===== src/rtl/demux_rr.sv =====
// Two-way stream splitter: steers each input beat to out_0 or out_1, either by a
// destination bit in the data or by strict alternation. Each output has a 2-entry FIFO.
module demux_rr #(
    parameter int unsigned DWIDTH     = 20,
    parameter bit          ROUTE_MODE = 1'b0,
    parameter int unsigned DEST_BIT   = DWIDTH - 1,
    parameter bit          FIRST_OUT  = 1'b0
) (
    input  logic              clk,
    input  logic              rst,
    input  logic              in_valid,
    input  logic [DWIDTH-1:0] in_data,
    output logic              in_ready,
    output logic              out_0_valid,
    output logic [DWIDTH-1:0] out_0_data,
    input  logic              out_0_ready,
    output logic              out_1_valid,
    output logic [DWIDTH-1:0] out_1_data,
    input  logic              out_1_ready
);

    logic [1:0]        count_q [2];
    logic              wptr_q  [2];
    logic              rptr_q  [2];
    logic [DWIDTH-1:0] mem_q   [2][2];
    logic              rr_q;

    logic       tgt;
    logic       accept;
    logic [1:0] push;
    logic [1:0] pop;

    // in_ready looks only at registered occupancy, never at out_*_ready.
    assign tgt      = ROUTE_MODE ? rr_q : in_data[DEST_BIT];
    assign in_ready = (count_q[tgt] != 2'd2);
    assign accept   = in_valid && in_ready;

    assign push[0] = accept && !tgt;
    assign push[1] = accept && tgt;
    assign pop[0]  = out_0_valid && out_0_ready;
    assign pop[1]  = out_1_valid && out_1_ready;

    assign out_0_valid = (count_q[0] != 2'd0);
    assign out_1_valid = (count_q[1] != 2'd0);
    assign out_0_data  = mem_q[0][rptr_q[0]];
    assign out_1_data  = mem_q[1][rptr_q[1]];

    always_ff @(posedge clk) begin
        if (rst) begin
            for (int i = 0; i < 2; i++) begin
                count_q[i]  <= 2'd0;
                wptr_q[i]   <= 1'b0;
                rptr_q[i]   <= 1'b0;
                mem_q[i][0] <= '0;
                mem_q[i][1] <= '0;
            end
            rr_q <= FIRST_OUT;
        end else begin
            for (int i = 0; i < 2; i++) begin
                if (push[i]) begin
                    mem_q[i][wptr_q[i]] <= in_data;
                    wptr_q[i]           <= ~wptr_q[i];
                end
                if (pop[i]) begin
                    rptr_q[i] <= ~rptr_q[i];
                end
                if (push[i] && !pop[i]) begin
                    count_q[i] <= count_q[i] + 2'd1;
                end else if (pop[i] && !push[i]) begin
                    count_q[i] <= count_q[i] - 2'd1;
                end
            end
            // Alternation advances only on accepted beats, never on stalls or idles.
            if (accept) begin
                rr_q <= ~rr_q;
            end
        end
    end

endmodule


===== config.mk =====
export PLATFORM = sky130hd
export DESIGN_NAME = demux_rr
export DESIGN_NICKNAME = d
export VERILOG_FILES = /design/src/rtl/demux_rr.sv
export SDC_FILE = /design/constraint.sdc
export NUM_CORES = 1
export LEC_CHECK = 0
export BUFFER_PORTS_ARGS = -buffer_cell sky130_fd_sc_hd__buf_2
export CAP_MARGIN = 20
export CORE_MARGIN = 5
export CORE_UTILIZATION = 40
export CTS_CLUSTER_DIAMETER = 200
export DETAILED_ROUTE_END_ITERATION = 10
export PLACE_DENSITY = 0.71
export SETUP_SLACK_MARGIN = 0.2
export SYNTH_ARGS = -nofsm -noshare
export SYNTH_HDL_FRONTEND = slang
export SYNTH_SLANG_ARGS = --single-unit

===== constraint.sdc =====
create_clock -name clk -period 2.9 [get_ports clk]
set_input_delay 0.29 -clock clk [delete_from_list [all_inputs] [get_ports clk]]
set_output_delay 0.29 -clock clk [all_outputs]
set_load 0.005 [all_outputs]

Word-level counts from Yosys, hierarchy flattened
Memories as Yosys holds them, arrays and structs flattened.
Cells that the tools add are included.
{"block": "classes", "n_addsub": 4, "order_cmp": 6, "eq_ne": 1, "muxes": 128, "bitwise_logic": 96, "n_reduce_logical": 18}
{"op": "two-way mux 20 bit", "n": 8}
{"op": "two-way mux 1 bit", "n": 112}
{"op": "OR 1 bit", "n": 88}
{"op": "two-way mux 40 bit", "n": 2}
{"op": "demux 20 bit (select 1 bit)", "n": 2}
{"op": "logical AND 1 bit", "n": 11}
{"op": ">= comparator 2 bit (second input constant)", "n": 4}
{"op": "two-way mux 2 bit", "n": 4}
{"op": "NOT 1 -> 2 bit", "n": 4}
{"op": "zero test 1 bit", "n": 5}
{"op": "adder 2 x 1 -> 2 bit (second input constant)", "n": 2}
{"op": "< comparator 2 x 1 -> 1 bit (second input constant)", "n": 2}
{"op": "NOT 1 bit", "n": 4}
{"op": "nonzero test 2 bit", "n": 2}
{"op": "subtractor 2 x 1 -> 2 bit (second input constant)", "n": 2}
{"op": "inequality test 2 bit (second input constant)", "n": 1}
{"block": "totals", "register_bits": 0, "mem_bits_rw": 88, "word_cells": 257, "n_memories": 4}
{"memory": "mem_q", "depth": 2, "word_bits": 40, "read_ports": 2, "rd_ports_with_merged_regs": 0, "wr": 2, "line_no": "25", "text": "logic [DWIDTH-1:0] mem_q [2][2];"}
{"memory": "count_q", "depth": 2, "word_bits": 2, "read_ports": 3, "rd_ports_with_merged_regs": 0, "wr": 2, "line_no": "22", "text": "logic [1:0] count_q [2];"}
{"memory": "rptr_q", "depth": 2, "word_bits": 1, "read_ports": 2, "rd_ports_with_merged_regs": 0, "wr": 2, "line_no": "24", "text": "logic rptr_q [2];"}
{"memory": "wptr_q", "depth": 2, "word_bits": 1, "read_ports": 2, "rd_ports_with_merged_regs": 0, "wr": 2, "line_no": "23", "text": "logic wptr_q [2];"}

Longest topological paths before layout
An unclocked memory read counts as a cell.
{"block": "depth", "ltp_word": 11, "mapped_depth": 6}

Least setup slack after synthesis
OpenSTA, ideal clock, no wires.
{"block": "synth_timing", "path_type": "register to register", "from": "mem count_q[0][0]", "to": "mem mem_q[0][20] (netlist name) (enable)", "setup_ns": 0.401, "t_arrival_ns": 1.662, "required_time_ns": 2.499, "path_slack_ns": 0.837, "path_stages_with_launch": 5, "path_buffers": 1, "synth_period_minus_slack_ns": 2.063, "cell_sequence": "edfxtp_1 > buf_2 > nand2b_4 > nand2_4 > o21bai_1"}
{"item": "start: declaration", "line_no": "22"}
{"item": "end: declaration", "line_no": "25"}

==> results by group <==
Timing
  – Final hold vios: 0
  – Period utilisation layout: 0.7716
  – RSZ-0062 raised after global routing: false
  – Final Critical Period: 2.238 ns
  – Final setup viols: 0
  – FMAX: 446.9 MHz
  – Max-slew violation count: 0
  – Final Skew: 0.01810 ns
  – Slew @ Worst Pin: 0.9932 ns
  – Final hold slack: 0.2628 ns
  – Setup TNS: 0 ns
  – Slew HR: 0.3378

Die
  – DIE HEIGHT: 111.4 um
  – Die Width: 111.4 um
  – Total core area: 0.01018 sq mm
  – Cell row count: 37
  – Full die area: 0.01242 sq mm
  – Initial Util: 0.4042
  – Top-Level Pins: 68

Placed design
  – Post-Place Cell Area: 0.004578 sq mm
  – # port buffers: 67
  – Final GP Congestion: 0.8201
  – Dpl hpwl: 5956 um
  – Placed cell count: 478

Global routing
  – Initial antenna violation count: 0
  – Grt total ovfl: 0
  – Global Route met3 Usage: 0.03478
  – All-layer global routing usage: 0.1384
  – Largest net degree at the start of global routing: 23
  – Met1 Track Usage GR: 0.1879
  – First-pass GRT wire length: 13640 um
  – GRT met2 Usage: 0.2268
  – Top Usage Layer GRT: met2
  – Vias in the first global route: 2549

Cells and area
  – Post-route cell area: 0.004783 sq mm
  – Fraction of layout cells with a size suffix above 1: 0.4497
  – Filler instances: 930
  – Post-Layout Cell Count: 495
  – Nets: 379
  – Area grow syn2layout: 16.20%

Synth
  – Synth top area share: 0.6419
  – Seq cells post-synth: 88
  – FFs w/ async S/R, synth: 0
  – Count of cell types in the netlist: 40
  – Mapped Cells: 286
  – YS warnings: 0
  – Main synth FF type: edfxtp_1
  – Post-synth EDFFs: 88
  – Count leader, synth: edfxtp_1
  – Top cells by area, synth: edfxtp_1 64%, mux2_2 11%, and2_1 8.7%, and2_2 3.5%, or2_2 0.91%
  – Syn Area/Cell: 14.39 sq um
  – Synth area leader: edfxtp_1
  – Most instantiated cells after synthesis: 88 x edfxtp_1, 57 x and2_1, 40 x mux2_2, 19 x and2_2, 9 x nor2_1
  – Post-synthesis sequential area ratio: 0.6419
  – Post-synthesis instance area: 0.004116 sq mm

Routing
  – Routed WL per cell: 17.03 um
  – ANT nets after route: 0
  – DR vias: 2400
  – TritonRoute pass-1 iters: 4
  – Drt first-iter violations: 107
  – Routed WL: 8431 um
  – DR DRC count: 0
  – Via/cell ratio: 4.848

Clock network
  – H-tree levels: 3
  – Hold buffers post-CTS: 0
  – Number of CTS-inserted buffers: 9
  – Clock Tree Root: clkbuf_8
  – Clk_lat worst skew: 0.35 ns
  – Setup Buffers After CTS: 0
  – Clock sink count: 88
  – Clock buffer depth: 2
  – PostCTS Resize Cnt: 0
  – TritonCTS clock tree: built
  – Reg clk slew, reported paths: 0.09 ns

Power
  – Sw power: 0.0007414 W
  – Leakage: 1.915 nW
  – Peak supply drop: 0.0002903 V
  – Total power: 0.002865 W
  – Clock share of power: 0.302
  – Switching Share: 0.2588
  – Combinational share of power: 0.149
  – PD cells: 598.9 mW/mm^2
  – Int Pwr: 0.002124 W
  – Sequential share of power: 0.549

Critical path
  – Setup CP Type: reg2out
  – Crit path max fanout: 21
  – CP required: 2.61 ns
  – Startpoint Class: flip-flop
  – Crit end category: output pin
  – Worst Path Arrival: 1.95 ns

Outcome
  – Status: finished clean

Job
  – Max Cap Violations: 0

Hold path
  – Worst Hold Class: in2reg
## flip-flops by register name (all words and copies together) (netlist names)
register,count
wptr_q,2
count_q,4
mem_q,80
rptr_q,2
## layout by cell type, fill, tap and decap left out, types with 3 or more instances in the layout
master / netlist / layout
clkbuf_8: 0 / 9
o21ai_0: 3 / 3
inv_1: 3 / 3
or2_2: 6 / 6
buf_4: 1 / 4
and2_2: 19 / 19
and2_1: 57 / 57
or3_1: 3 / 3
buf_2: 5 / 67
nor2_1: 9 / 9
edfxtp_1: 88 / 88
nand2b_1: 4 / 4
mux2_2: 40 / 40
nor3_1: 5 / 5
o211ai_1: 3 / 3
## power groups by stage
stage / logic, W / clock network, W / registers [W]
3_3_place_gp: 0.000427 / 0 / 0.00160
2_1_floorplan: 0.000295 / 0 / 0.00155
6_report: 0.000427 / 0.000864 / 0.00157
4_1_cts: 0.000436 / 0.000881 / 0.00158
5_1_grt: 0.000475 / 0.000936 / 0.00159
3_5_place_dp: 0.000434 / 0 / 0.00161
## worst max-delay path: stages, from the launching register on
cell and delay [ns]:
edfxtp_1 1.01, mux2_2 0.46, buf_2 0.14
## stage by stage
stage / util / worst slack (ns)
floorplan: - / 0.8372
global placement: 0.4495 / 0.8719
detailed placement: 0.4495 / 0.7615
CTS: 0.4694 / 0.6471
global route: 0.4694 / 0.5977
finish: 0.4697 / 0.6623
## metal layers
metal	up-vias	part of all wire	wire length, um
met3	6	0.052	437
met5	-	0	0
met2	52	0.47	3984
met4	0	0.0085	72
met1	1184	0.47	3938
li1	1158	-	-
## cells by family (layout without fill, tap and decap cells)
family / count (synthesis) / after routing / share of synthesized area
and+or+nand+nor: 121 / 121 / 0.1954
adders and majority gates: 1 / 1 / 0.003039
DFF: 88 / 88 / 0.6419
other: 1 / 3 / 0.0009110
buffers and inverters: 19 / 90 / 0.02249
AOI/OAI and AO/OA: 16 / 16 / 0.02675
muxes: 40 / 40 / 0.1094
## final timing paths
kind | from | endpoint | slack (ns) | cells after the start
min | in_data[9] | mem_q[1][9]$_SDFFCE_PN0P_ | 0.26 | 2
min reg2reg | wptr_q[0][1]$_SDFFCE_PN0P_ | wptr_q[0][1]$_SDFFCE_PN0P_ | 0.63 | 1
max | rptr_q[0][0]$_SDFFCE_PN0P_ | out_0_data[0] | 0.66 | 2
max reg2reg | count_q[1][0]$_DFFE_PP_ | mem_q[1][18]$_SDFFCE_PN0P_ | 0.80 | 5
## layout make-up
class                           instances  area [sq um]  area share
Tap cell                              136         170.2     0.03557
Antenna cell                            1         2.502   0.0005231
Clock inverter                          7         78.83     0.01648
Timing Repair Buffer                   71         365.4     0.07638
Sequential cell                        88          2643      0.5524
Inverter                                3         11.26    0.002354
Multi-Input combinational cell        180          1389      0.2903
Clock buffer                            9         123.9     0.02590
Power figures use the tool's default switching activity.
